<file path="config.mk">
export PLATFORM = sky130hd
export DESIGN_NAME = mem_arbiter
export DESIGN_NICKNAME = d
export VERILOG_FILES = /design/src/rtl/mem_arbiter.sv
export SDC_FILE = /design/constraint.sdc
export NUM_CORES = 1
export LEC_CHECK = 0
export ABC_AREA = 1
export CAP_MARGIN = 20
export CORE_ASPECT_RATIO = 0.8
export CORE_MARGIN = 8
export CORE_UTILIZATION = 58
export CTS_BUF_LIST = sky130_fd_sc_hd__clkbuf_8
export CTS_CLUSTER_SIZE = 16
export DETAILED_ROUTE_END_ITERATION = 16
export PLACE_DENSITY_LB_ADDON = 0.12
export SLEW_MARGIN = 0
export SYNTH_ARGS = -nofsm -noshare
export SYNTH_HDL_FRONTEND = slang
export SYNTH_SLANG_ARGS = --single-unit
</file>
<file path="constraint.sdc">
create_clock -name clk_in -period 5.1 [get_ports clk_in]
set_clock_uncertainty 0.15 [all_clocks]
set_input_delay 1.53 -clock clk_in [delete_from_list [all_inputs] [get_ports clk_in]]
set_output_delay 1.53 -clock clk_in [all_outputs]
set_load 0.01 [all_outputs]
</file>
<file path="src/rtl/mem_arbiter.sv">
// Byte-serial owner of the single RAM port, shared between instruction fetch
// and the load/store buffer; assembles little-endian words from byte reads.
module mem_arbiter #(
  parameter int ADDR_W = 32
) (
  input  logic              clk_in,
  input  logic              rst_in,
  input  logic              rdy_in,
  input  logic              rob_clear_up,
  output logic              ram_rw,
  output logic [ADDR_W-1:0] ram_addr,
  output logic [7:0]        ram_in,
  input  logic [7:0]        ram_out,
  input  logic              should_fetch,
  input  logic [31:0]       pc,
  output logic              inst_ready,
  output logic [31:0]       inst,
  input  logic              lsb_ready,
  input  logic              work_type,
  input  logic [2:0]        word_size,
  input  logic [31:0]       addr,
  input  logic [31:0]       data_in,
  output logic              data_out_ready,
  output logic [31:0]       data_out
);

  typedef enum logic [1:0] {IDLE, READ, WRITE} state_t;

  localparam logic FETCH = 1'b0;
  localparam logic LSB   = 1'b1;

  state_t            state_q, state_d;
  logic [2:0]        cnt_q, cnt_d;
  logic [2:0]        len_q, len_d;
  logic [ADDR_W-1:0] base_q, base_d;
  logic [31:0]       wdata_q, wdata_d;
  logic [31:0]       buf_q, buf_d;
  logic              is_fetch_q, is_fetch_d;
  logic              last_grant_q, last_grant_d;
  logic              ram_rw_q, ram_rw_d;
  logic [ADDR_W-1:0] ram_addr_q, ram_addr_d;
  logic [7:0]        ram_in_q, ram_in_d;
  logic              inst_ready_q, inst_ready_d;
  logic [31:0]       inst_q, inst_d;
  logic              dout_ready_q, dout_ready_d;
  logic [31:0]       dout_q, dout_d;

  // The RAM keeps reading while we are frozen, so remember the byte that was
  // on ram_out when the freeze began and use it on the first thawed edge.
  logic              rdy_prev_q;
  logic [7:0]        held_q;

  logic              fetch_req, lsb_req, grant_lsb;
  logic [2:0]        lsb_len;
  logic [1:0]        byte_idx, next_idx;
  logic [7:0]        cap_byte;
  logic [31:0]       cap_word;

  // A finishing requester is ignored during its own pulse cycle.
  assign fetch_req = should_fetch && !inst_ready_q && !rob_clear_up;
  assign lsb_req   = lsb_ready && !dout_ready_q && (!rob_clear_up || !work_type);
  assign grant_lsb = lsb_req && (!fetch_req || last_grant_q == FETCH);

  assign lsb_len  = (word_size == 3'd0) ? 3'd1 : (word_size == 3'd1) ? 3'd2 : 3'd4;
  assign byte_idx = cnt_q[1:0] - 2'd1;
  assign next_idx = cnt_q[1:0] + 2'd1;

  always_comb begin
    cap_byte = rdy_prev_q ? ram_out : held_q;
    cap_word = buf_q;
    cap_word[{byte_idx, 3'b000} +: 8] = cap_byte;
  end

  always_comb begin
    state_d      = state_q;
    cnt_d        = cnt_q;
    len_d        = len_q;
    base_d       = base_q;
    wdata_d      = wdata_q;
    buf_d        = buf_q;
    is_fetch_d   = is_fetch_q;
    last_grant_d = last_grant_q;
    ram_rw_d     = ram_rw_q;
    ram_addr_d   = ram_addr_q;
    ram_in_d     = ram_in_q;
    inst_d       = inst_q;
    dout_d       = dout_q;
    inst_ready_d = 1'b0;
    dout_ready_d = 1'b0;

    case (state_q)
      IDLE: begin
        ram_rw_d = 1'b1;
        if (fetch_req || lsb_req) begin
          cnt_d        = '0;
          buf_d        = '0;
          is_fetch_d   = !grant_lsb;
          last_grant_d = grant_lsb ? LSB : FETCH;
          if (grant_lsb) begin
            base_d     = addr[ADDR_W-1:0];
            len_d      = lsb_len;
            wdata_d    = data_in;
            ram_addr_d = addr[ADDR_W-1:0];
            if (work_type) begin
              state_d = READ;
            end else begin
              state_d  = WRITE;
              ram_rw_d = 1'b0;
              ram_in_d = data_in[7:0];
            end
          end else begin
            base_d     = pc[ADDR_W-1:0];
            len_d      = 3'd4;
            ram_addr_d = pc[ADDR_W-1:0];
            state_d    = READ;
          end
        end
      end

      // cnt_q = k: issue address k+1, capture byte k-1 (one-cycle RAM latency).
      READ: begin
        if (rob_clear_up) begin
          state_d  = IDLE;
          ram_rw_d = 1'b1;
        end else begin
          cnt_d = cnt_q + 3'd1;
          if (cnt_q != 3'd0) begin
            buf_d = cap_word;
          end
          if (cnt_q + 3'd1 < len_q) begin
            ram_addr_d = base_q + ADDR_W'(cnt_q + 3'd1);
          end
          if (cnt_q == len_q) begin
            state_d = IDLE;
            if (is_fetch_q) begin
              inst_ready_d = 1'b1;
              inst_d       = cap_word;
            end else begin
              dout_ready_d = 1'b1;
              dout_d       = cap_word;
            end
          end
        end
      end

      // Stores are never aborted by a flush.
      WRITE: begin
        cnt_d = cnt_q + 3'd1;
        if (cnt_q + 3'd1 < len_q) begin
          ram_rw_d   = 1'b0;
          ram_addr_d = base_q + ADDR_W'(cnt_q + 3'd1);
          ram_in_d   = wdata_q[{next_idx, 3'b000} +: 8];
        end else begin
          state_d      = IDLE;
          ram_rw_d     = 1'b1;
          dout_ready_d = 1'b1;
        end
      end

      default: begin
        state_d  = IDLE;
        ram_rw_d = 1'b1;
      end
    endcase
  end

  always_ff @(posedge clk_in) begin
    if (!rst_in) begin
      state_q      <= IDLE;
      cnt_q        <= '0;
      len_q        <= '0;
      base_q       <= '0;
      wdata_q      <= '0;
      buf_q        <= '0;
      is_fetch_q   <= 1'b0;
      last_grant_q <= FETCH;
      ram_rw_q     <= 1'b1;
      ram_addr_q   <= '0;
      ram_in_q     <= '0;
      inst_ready_q <= 1'b0;
      inst_q       <= '0;
      dout_ready_q <= 1'b0;
      dout_q       <= '0;
    end else if (rdy_in) begin
      state_q      <= state_d;
      cnt_q        <= cnt_d;
      len_q        <= len_d;
      base_q       <= base_d;
      wdata_q      <= wdata_d;
      buf_q        <= buf_d;
      is_fetch_q   <= is_fetch_d;
      last_grant_q <= last_grant_d;
      ram_rw_q     <= ram_rw_d;
      ram_addr_q   <= ram_addr_d;
      ram_in_q     <= ram_in_d;
      inst_ready_q <= inst_ready_d;
      inst_q       <= inst_d;
      dout_ready_q <= dout_ready_d;
      dout_q       <= dout_d;
    end
  end

  always_ff @(posedge clk_in) begin
    if (!rst_in) begin
      rdy_prev_q <= 1'b1;
      held_q     <= '0;
    end else begin
      rdy_prev_q <= rdy_in;
      if (rdy_prev_q) begin
        held_q <= ram_out;
      end
    end
  end

  assign ram_rw         = ram_rw_q;
  assign ram_addr       = ram_addr_q;
  assign ram_in         = ram_in_q;
  assign inst_ready     = inst_ready_q;
  assign inst           = inst_q;
  assign data_out_ready = dout_ready_q;
  assign data_out       = dout_q;

endmodule
</file>
# After elaboration in Yosys (flattened, before gate mapping)

Cells that the tools add are included.

Add/subtract/negate cells: 6
Magnitude comparators: 1
Equal/unequal tests: 13
Shift operators: 3
Multiplexer cells: 44
Bitwise operators: 3
Reductions and logical operators: 29

Operators by type and width:

| kind                     | number |
|---|---|
| $mux W32                 | 7 |
| $pmux W32 S3             | 1 |
| $pmux W32 S2             | 1 |
| $mux W8                  | 5 |
| $add A32 B4 Y32          | 1 |
| $bwmux W32               | 1 |
| $shift A8 B7 Y32 const A | 1 |
| $shiftx A32 B6 Y8        | 1 |
| $shiftx A8 B7 Y32        | 1 |
| $ne A2 B2 Y1 const B     | 8 |
| $pmux W8 S2              | 1 |
| $mux W3                  | 5 |
| $reduce_and A5 Y1        | 3 |
| $mux W1                  | 13 |
| $mux W2                  | 6 |
| $reduce_and A4 Y1        | 3 |
| $pmux W3 S3              | 1 |
| $neg A5 Y7               | 1 |
| $logic_not A1 Y1         | 6 |
| $pmux W2 S3              | 1 |
| $reduce_and A6 Y1        | 1 |
| $reduce_bool A3 Y1       | 2 |
| $logic_and A1 B1 Y1      | 5 |
| $add A3 B1 Y4 const B    | 1 |
| other kinds (18)         | 23 |

Flip-flop bits (word level): 222
Bits of input ports: 114
Output and inout bits: 107
Word-level logic and storage cells: 116

# Depth between registers and ports, before layout

Depth in word-level cells: 9
Gate-level depth with buffers: 14
Depth with buffers taken out: 13

# Worst setup path before layout

Ideal clock, no wire load.

Path type: input to register
Start: input work_type
End: register ram_in_q[0], in the netlist ram_in[0]
Library setup time: 0.113 ns
Data arrival time: 2.498 ns
Data required time: 4.837 ns
Setup slack: 2.339 ns
Cell stages on the path: 9
Buffers on the path: 1
Cells stage by stage: nand2_1 nand3_1 inv_2 nand2_4 o21ai_2 nand3_2 buf_2 nor2_1 nor2_1

Word-level cells in the longest chain between the ends: 6
Elaborated cells between the ends (all ways): 9
Classes of those cells: eq/ne: 3; reduce/logical: 6

Ends and longest elaborated chain:

| item                                                      | RTL line | RTL |
|---|---|---|
| start: declaration                                        | 19       | `input logic work_type,` |
| $logic_not A1 Y1                                          | 61       | `assign lsb_req = lsb_ready && !dout_ready_q && (!rob_clear_up \|\| !work_type);` |
| $logic_or A1 B1 Y1                                        | 61       |  |
| $logic_and A1 B1 Y1                                       | 61       |  |
| $logic_and A1 B1 Y1 or $logic_or A1 B1 Y1 (tied branches) | 62, 94   |  |
| $ne A2 B2 Y1 (no source line)                             | -        |  |
| $reduce_and A6 Y1 (no source line) *                      | -        |  |
| end signal: assignment                                    | 195      | `ram_in_q <= ram_in_d;` |
| end: declaration                                          | 42       | `logic [7:0] ram_in_q, ram_in_d;` |

Every way passes the cells marked *; elsewhere a longest branch is shown, timed or not.
A chain may end at the register's enable or synchronous reset.

# Worst setup path after layout

Start: register cnt_q[0]
End: register ram_addr_q[23], in the netlist ram_addr[23]

Word-level cells in the longest chain between the ends: 5
Elaborated cells between the ends (all ways): 7
Classes of those cells: add/sub: 3; order compare: 1; mux: 3

Ends and longest elaborated chain:

| item                                            | RTL line | RTL |
|---|---|---|
| start: declaration                              | 33       | `logic [2:0] cnt_q, cnt_d;` |
| start signal: assignment                        | 186      | `cnt_q <= cnt_d;` |
| $add A3 B1 Y4 or $add A3 B1 Y3 (tied branches)  | -        |  |
| $add A32 B4 Y32 or $lt A3 B3 Y1 (tied branches) | -        |  |
| $mux W32 *                                      | 130, 149 |  |
| $mux W32                                        | 122      | `if (rob_clear_up) begin` |
| $pmux W32 S3 *                                  | 91       | `case (state_q)` |
| end signal: assignment                          | 194      | `ram_addr_q <= ram_addr_d;` |
| end: declaration                                | 41       | `logic [ADDR_W-1:0] ram_addr_q, ram_addr_d;` |

Every way passes the cells marked *; elsewhere a longest branch is shown, timed or not. The select of a mux whose other input is x is not followed.

==> out/metrics.yaml <==
timing:
  tightestPinTransition_ps: 987
  drv_slew: 0
  hold_violations: 0
  rsz0062_at_grt: "no"
  slew_headroom_pct: 34.2
  setup_viol: 0
  fmax_mhz: 267
  period_share_pct: 73.3
  setup_tns_ps: 0
  post-route-min-period_ps: 3740
hold_path:
  min_to: "data_out[2]"
  whs_path_depth: 2
  hp-start: "data_out[2]"
  hold_class: "register to register"
routing:
  ant_nets: 0
  wl_microns: 34900
  vias: 11600
  viasPerCell: 5.79
  drc_errors: 0
  drt_first_pass_iters: 5
  post_drt_wl_per_cell_microns: 17.4
  first_iter_violations: 1351
cells_and_area:
  fillers: 1424
  diodes: 0
  area_growth_pct: 27.8
  utilization_pct: 75.8
  drive_above_1_share_pct: 5.61
  multi_input_area_sq_um: 5360
  final_cells: 2011
  register_area_sq_um: 4440
  layout.nets: 1887
power_and_ir_drop:
  powerDensity_nw_per_um2: 349
  vdd_drop_max_uv: 273
  leakage_nw: 5.36
synth:
  synth_top_area_share_pct: 41.2
  synth_commonest_cells: "nand2_1 (354), dfxtp_1 (222), a21oi_1 (161)"
  synthCells: 1584
  synth_most_common_cell: "nand2_1"
  async_reset_ff_share_pct: 0
  synth.distinct_cells: 37
  ys_top_cells_by_area: "dfxtp_1 (41%), nand2_1 (12%), a21oi_1 (7.5%)"
  yosysSeqAreaShare_pct: 41.2
  netlist_area_sq_um: 10800
  avgSynthCellArea_sq_um: 6.80
  ys_ff_latch: 222
  yosys.area.top_type: "dfxtp_1"
  synth_nets: 1715
  synth_ff_type: "dfxtp_1"
  synth_warnings: 0
  synth_edf_count: 0
setup_path:
  startpoint_type: "register"
  cp-end-kind: "register"
  arrival_ps: 4020
  r2r-end: "ram_addr[23]"
  critPathMaxStageDelay_ps: 830
  reg2regPathDepth: 13
  crit_type: "register to register"
  crit_top_cell: "nand2_1"
  regToRegSetupSlack_ps: 1360
  critPathRequiredTime_ps: 5380
  path_cells: "inv_1 -> ha_1 -> ha_1 -> nand3_1 -> nand2_1 -> nand2_1 -> nand2_1 -> nor2_4 -> buf_4 -> nand2_1 -> inv_1 -> nand2_1 -> a21oi_1"
  worst-path-max-fanout: 23
  r2r-start: "cnt_q[0]"
  path_buf_inv: 3
  cp_slowest_cell: "ha_1"
  cp_top_family: "adder cells"
clock_network:
  post-cts-setup-buffer-count: 0
  cts.sinks: 222
  numCtsBuffers: 35
  cts_max_level: 2
  clkTransAtPathRegs_ps: 70
  clockRootBuffer: "clkbuf_8"
  cts_tree: "done"
  clockBufferDepth: 3
  cts_resized: 0
  clk_latency_ps: 520
  holdBufCountCts: 0
global_routing:
  first_global_vias: 10900
  antenna_found_initial: 0
  grt_use_total_pct: 29.0
  grt_pass1_wl_microns: 55600
  grt_start_max_net_pins: 109
  gr-total-overflow: 0
outcome:
  outcome: "finished clean"
die:
  coreArea_sq_um: 18200
  dieWidth_microns: 168
  fp.dieH_microns: 138
  rows: 44
  start_util_pct: 59.3
  dieArea_sq_um: 23200
  pin_count: 221
job:
  drv_cap: 0
placed_design:
  place.gp.congestion: 0.964
  dp_cells: 1948
  io_buffers: 220
  dpl.hpwl_microns: 23800
==> where the power goes <==
group / total (mW) / internal (mW) / switching (mW)
clock network: 1.66 / 0.948 / 0.716
registers: 1.98 / 1.87 / 0.109
logic: 1.16 / 0.424 / 0.735
total: 4.80 / 3.24 / 1.56
==> final cells by class <==
cell class / instances / share of cell area [%]
clock inverters: 10 / 0.518
flip-flops and latches: 222 / 32.3
inverters: 143 / 3.91
well taps: 230 / 2.09
multi-input cells: 1118 / 38.9
clock buffers: 52 / 5.20
repair buffers: 236 / 17.1
==> per-layer routing <==
metal / track usage, % / up-vias / routed length, microns
li1: - / 5593 / -
met1: 40.2 / 5373 / 15200
met2: 44.7 / 616 / 15200
met3: 6.15 / 66 / 3660
met4: 9.30 / 0 / 813
met5: 0 / - / 0
==> worst reg2reg max path: stages, from the launching register on <==
cell	delay, ps
dfxtp_1	740
inv_1	130
ha_1	830
ha_1	360
nand3_1	100
nand2_1	70
nand2_1	60
nand2_1	80
nor2_4	370
buf_4	390
nand2_1	120
inv_1	70
nand2_1	60
a21oi_1	110
==> layout by cell type (no fill, tap or decap), drive strengths merged, types with 4 or more instances in the layout <==
cell	count
nand4	38
or2	4
nand3	147
dfxtp	222
a31oi	28
clkbuf	52
nor3	7
buf	17
o22ai	17
xnor2	4
xor2	5
clkdlybuf4s50	219
a21oi	161
o21ai	169
nand2	355
ha	16
inv	147
nor2	150
nand3b	11
==> sequential cells by signal, summed over array words and instances (netlist names) <==
name / flops
base_q: 32
buf_q: 32
cnt_q: 3
data_out: 32
data_out_ready: 1
held_q: 8
inst: 32
inst_ready: 1
is_fetch_q: 1
last_grant_q: 1
len_q: 3
ram_addr: 32
ram_in: 8
ram_rw: 1
rdy_prev_q: 1
state_q: 2
wdata_q: 32
==> stage by stage <==
step	area [sq um]	total power, mW	setup slack [ps]	hold slack (ps)
4_1_cts	13800	4.77	1440	311
2_1_floorplan	10800	2.69	2340	280
6_report	13800	4.80	1360	309
3_5_place_dp	13000	3.13	914	301
3_3_place_gp	12900	3.10	944	294
5_1_grt	13800	5.00	1030	332
==> kinds of logic (layout without fill, tap and decap cells) <==
family	Yosys count	in the layout	synth area share (%)
xor gates and xnor gates	9	9	0.731
buffers and inverters	244	441	9.06
DFF	222	222	41.2
AOI/OAI and AO/OA	380	380	18.3
and+or+nand+nor	712	712	28.6
adders and majority gates	17	17	2.04
==> worst max path at each step <==
stage | startpoint | end | slack (ps) | cells after the start
2_1_floorplan | work_type | ram_in[0] | 2340 | 9
3_3_place_gp | rob_clear_up | ram_addr[10] | 940 | 9
3_5_place_dp | rob_clear_up | ram_addr[10] | 910 | 9
4_1_cts | cnt_q[0] | ram_addr[17] | 1440 | 13
5_1_grt | cnt_q[0] | ram_addr[28] | 1030 | 13
6_report | cnt_q[0] | ram_addr[23] | 1360 | 13
(Power assumes the default switching activity.)
